--- config.mk ---
export PLATFORM = sky130hd
export DESIGN_NAME = fifo_rd_stream
export DESIGN_NICKNAME = d
export VERILOG_FILES = /design/src/rtl/fifo_rd_stream.sv
export SDC_FILE = /design/constraint.sdc
export NUM_CORES = 1
export LEC_CHECK = 0
export ABC_AREA = 1
export CORE_MARGIN = 2
export CORE_UTILIZATION = 27
export DETAILED_ROUTE_END_ITERATION = 16
export HOLD_SLACK_MARGIN = 0.08
export PLACE_DENSITY = 0.44
export SETUP_SLACK_MARGIN = 0.1
export SKIP_CTS_REPAIR_TIMING = 1
export SLEW_MARGIN = 15
export SYNTH_ARGS = -nofsm -noshare
export SYNTH_HDL_FRONTEND = slang
export SYNTH_SLANG_ARGS = --single-unit
--- constraint.sdc ---
create_clock -name clk -period 3 [get_ports clk]
set_input_delay 0.6 -clock clk [delete_from_list [all_inputs] [get_ports clk]]
set_output_delay 0.6 -clock clk [all_outputs]
set_load 0.005 [all_outputs]
--- src/rtl/fifo_rd_stream.sv ---
// fifo_rd_stream: read-side adapter for a synchronous FIFO with a one-cycle
// registered read. It pops the FIFO into a small skid buffer and presents the
// words as a valid/ready stream. The pop request depends only on registered
// occupancy and the FIFO empty flag, so out_ready never reaches fifo_rd_en
// combinationally. The block also counts words delivered and stalled cycles.
module fifo_rd_stream #(
  parameter int DATA_WIDTH = 8,
  parameter int SKID_DEPTH = 3,
  parameter int CNT_WIDTH  = 16
) (
  input  logic                  clk,
  input  logic                  rst,
  input  logic                  fifo_empty,
  output logic                  fifo_rd_en,
  input  logic [DATA_WIDTH-1:0] fifo_rd_data,
  output logic                  out_valid,
  output logic [DATA_WIDTH-1:0] out_data,
  input  logic                  out_ready,
  input  logic                  flush,
  output logic                  busy,
  output logic [CNT_WIDTH-1:0]  word_count,
  output logic [CNT_WIDTH-1:0]  stall_count
);

  localparam int PTR_W = (SKID_DEPTH > 1) ? $clog2(SKID_DEPTH) : 1;
  localparam int OCC_W = $clog2(SKID_DEPTH + 1);

  typedef enum logic [1:0] {IDLE, STREAM, FLUSH} state_t;

  state_t                  state, state_next;
  logic [OCC_W-1:0]        occ, occ_next;
  logic                    inflight;
  logic [PTR_W-1:0]        rd_ptr, wr_ptr;
  logic [DATA_WIDTH-1:0]   mem [SKID_DEPTH];
  logic [OCC_W:0]          fill;
  logic                    capture, pop;

  // Pointers wrap explicitly because the depth need not be a power of two.
  function automatic logic [PTR_W-1:0] ptr_inc(input logic [PTR_W-1:0] p);
    return (p == PTR_W'(SKID_DEPTH - 1)) ? '0 : p + 1'b1;
  endfunction

  // Words held plus the one in flight; a pop is only issued if it fits.
  assign fill       = {1'b0, occ} + {{OCC_W{1'b0}}, inflight};
  assign fifo_rd_en = !rst && !fifo_empty && (state != FLUSH) && !flush &&
                      (fill < (OCC_W + 1)'(SKID_DEPTH));

  assign out_valid = (occ != '0);
  assign out_data  = out_valid ? mem[rd_ptr] : '0;
  assign busy      = out_valid || inflight || (state != IDLE);

  // A flush discards the in-flight word and overrides a same-cycle pop.
  assign capture = inflight && !flush;
  assign pop     = out_valid && out_ready && !flush;

  // Next occupancy and next state.
  always_comb begin
    // NOTE: every variable gets a default first so no latch is inferred.
    occ_next   = occ;
    state_next = state;
    if (capture && !pop)      occ_next = occ + 1'b1;
    else if (!capture && pop) occ_next = occ - 1'b1;

    if (flush) begin
      occ_next   = '0;
      state_next = FLUSH;
    end else begin
      case (state)
        IDLE:    if (fifo_rd_en) state_next = STREAM;
        STREAM:  if (occ_next == '0 && fifo_empty) state_next = IDLE;
        FLUSH:   state_next = IDLE;
        default: state_next = IDLE;
      endcase
    end
  end

  // Control state: FSM, occupancy, in-flight flag and pointers.
  always_ff @(posedge clk or posedge rst) begin
    // NOTE: sequential state uses non-blocking assignments only.
    if (rst) begin
      state    <= IDLE;
      occ      <= '0;
      inflight <= 1'b0;
      rd_ptr   <= '0;
      wr_ptr   <= '0;
    end else begin
      state    <= state_next;
      occ      <= occ_next;
      inflight <= fifo_rd_en;
      if (flush) begin
        rd_ptr <= '0;
        wr_ptr <= '0;
      end else begin
        if (capture) wr_ptr <= ptr_inc(wr_ptr);
        if (pop)     rd_ptr <= ptr_inc(rd_ptr);
      end
    end
  end

  // Skid storage: written at the tail when the in-flight word lands.
  always_ff @(posedge clk) begin
    // NOTE: storage is not reset; out_data is masked to zero while empty.
    if (capture) mem[wr_ptr] <= fifo_rd_data;
  end

  // Saturating delivery and stall counters, cleared only by rst.
  always_ff @(posedge clk or posedge rst) begin
    if (rst) begin
      word_count  <= '0;
      stall_count <= '0;
    end else begin
      if (pop && (word_count != '1))
        word_count <= word_count + 1'b1;
      if (out_valid && !out_ready && (stall_count != '1))
        stall_count <= stall_count + 1'b1;
    end
  end

endmodule

==> out/qor.csv <==
metric,value,unit
status,finished clean,
drt_wl_total,8100,microns
drive_gt1_share,7.85,%
start_kind,flip-flop,
synth_top_area_cell,dfrtp_1,
cts_buffers,9,
globalRouteOverflowTotal,0,
maxCapViolCount,0,
fin_worst_skew,0.00859,ns
period_share,90.3,%
synthTopCellsByArea,"dfrtp_1 30%, edfxtp_1 21%, nand2_1 17%, nand3_1 6.4%, nor2_1 4.3%",
synth-main-ff-cell,dfrtp_1,
min_period,2.71,ns
grt_pass1_vias,2844,
syn-cell-area,3430,sq um
fin_util,35.8,%
wl_per_cell,12.3,microns
p_per_area,570,nW/um^2
slew_headroom,63.2,%
r2r_slack,1.23,ns
crit_family,buffers and inverters,
slowest_stage,clkdlybuf4s50_1,
clock_latency,0.34,ns
synth_edf_count,24,
rsz0062_at_grt,no,
syn2layout_area_growth,30.6,%
arrival,2.11,ns
die_w,117,microns
start_util,27.4,%
worst_ep_required_time,2.40,ns
fin_area,4480,sq um
yosysTopAreaCellShare,29.9,%
async_flop_share,63.1,%
drc,0,
synth.most_common_cell,nand2_1,
die_area,13600,sq um
syn_nets,432,
worstSetupPathType,reg2out,
grt_max_degree,42,
ios,56,
n_antenna_cell,0,
synth_commonest_cells,"152 x nand2_1, 44 x nand3_1, 41 x dfrtp_1, 39 x nor2_1, 35 x inv_1",
dpl-instance-area,4180,sq um
vias,2787,
antenna_found_initial,0,
ir_drop,0.304,mV
min_path_type,reg2reg,
critPathCaptureType,output pin,
synth_cells,414,
cpMostUsedCell,ha_1,
rr_endpoint,word_count[4],
setup_tns,0,ns
synth_seq_cells,65,
crit_end,fifo_rd_en,
grt_pass1_wl,13600,microns
yosysWarnings,0,
crit_path_max_incr_delay,0.56,ns
cts_tree,built,
drt_pass1_iterations,4,
max_freq,369,MHz
num_rows,41,
yosysSeqAreaShare,51.0,%
clk_pin_slew_worst_paths,0.06,ns
avgSynthCellArea,8.27,sq um
critical_path_buf_inv_count,1,
hold_viol_final,0,
drt_iter0_markers,136,
cp.depth,6,
grtUsageTotal,13.3,%
io_buffer_count,55,
clock_sinks,65,
ant_nets,0,
crit-reg2reg-launch,occ[0],
nets,497,
yosysUniqueCellTypes,29,
gp_congestion,0.806,
clockBufferDepth,2,
worstPathMaxFanout,3,
slew_violations,0,
startpoint,inflight,
path_cells,"ha_1, ha_1, nand2_1, o21ai_0, nor4_2, clkdlybuf4s50_1",
p_leak,1.93,nW
worst_slew_pin_slew,0.553,ns
setup_violations,0,
clockRootBuffer,clkbuf_16,
worst-r2r-cell-count,8,
dp_hpwl,5660,microns
die_y,117,microns
core_region_area,12500,sq um
vias_per_cell,4.25,
htree_levels,3,
-- cell usage in the layout (no fill, tap or decap), types with 3 or more instances in the layout --
cell,instances
nor2_1,39
nand2_2,3
clkinv_1,4
inv_1,34
nand2_1,152
edfxtp_1,24
clkdlybuf4s50_1,55
clkinv_2,4
dfrtp_1,41
clkbuf_16,9
o21ai_0,16
xnor2_1,16
ha_1,5
xor2_1,7
nand3_1,44
buf_4,8
-- flip-flops by register name (all words and copies together), names as in the netlist --
register and cells:
state 2, wr_ptr 2, mem 24, stall_count 16
inflight 1, occ 2, rd_ptr 2, word_count 16
-- area by class of cell --
class	instances	area (sq um)
clock buffers	9	225
clock inverters	7	61.3
multi-input cells	300	1460
flip-flops and latches	65	1750
inverters	40	155
fillers	1337	8040
well taps	172	215
repair buffers	63	611
-- report_power, final --
group          leakage [nW]  switching, mW  total, mW  internal [mW]
registers             0.771          0.110       1.11          0.997
logic                  1.02          0.183      0.415          0.232
clock network         0.142          0.396       1.03          0.634
-- worst min-delay path, cell delays in order (launching register included) --
cell and delay [ns]:
dfrtp_1 0.40, nand2_1 0.07, nand2_1 0.06
-- cells by family (layout without fill, tap and decap cells) --
family / after synthesis / in the layout / synth area share, %
simple gates: 254 / 254 / 32.1
flops: 65 / 65 / 51.0
buf+inv: 49 / 119 / 6.54
xor+xnor: 23 / 23 / 5.88
compound gates: 18 / 18 / 2.70
fa+ha+maj: 5 / 5 / 1.83
-- metal layers --
layer / vias to the layer above / part of all wire [%] / track usage (%)
met5: - / 0 / 0
met4: 0 / 1.8 / 5.65
met3: 9 / 5.1 / 4.31
met2: 57 / 45 / 20.2
met1: 1266 / 48 / 17.5
li1: 1455 / - / -
-- how the worst min path moves through the flow --
| stage | cells past startpoint | slack [ns] | to | start |
|---|---|---|---|---|
| finish | 2 | 0.55 | stall_count[1] | stall_count[1] |
| global route | 1 | 0.58 | word_count[0] | word_count[0] |
| CTS | 2 | 0.55 | stall_count[1] | stall_count[1] |
| floorplan | 2 | 0.51 | stall_count[1] | stall_count[1] |
| global placement | 2 | 0.52 | stall_count[1] | stall_count[1] |
| detailed placement | 2 | 0.53 | stall_count[1] | stall_count[1] |
-- metrics by stage --
| step | setup slack [ns] | hold slack (ns) | cells | total power [mW] |
|---|---|---|---|---|
| floorplan | 0.394 | 0.514 | 414 | 1.31 |
| global placement | 0.232 | 0.523 | 640 | 1.54 |
| detailed placement | 0.245 | 0.533 | 640 | 1.54 |
| CTS | 0.194 | 0.548 | 656 | 2.60 |
| global route | 0.104 | 0.581 | 656 | 2.70 |
| finish | 0.290 | 0.550 | 656 | 2.55 |
Note: power is estimated with default switching activity, not from simulation.
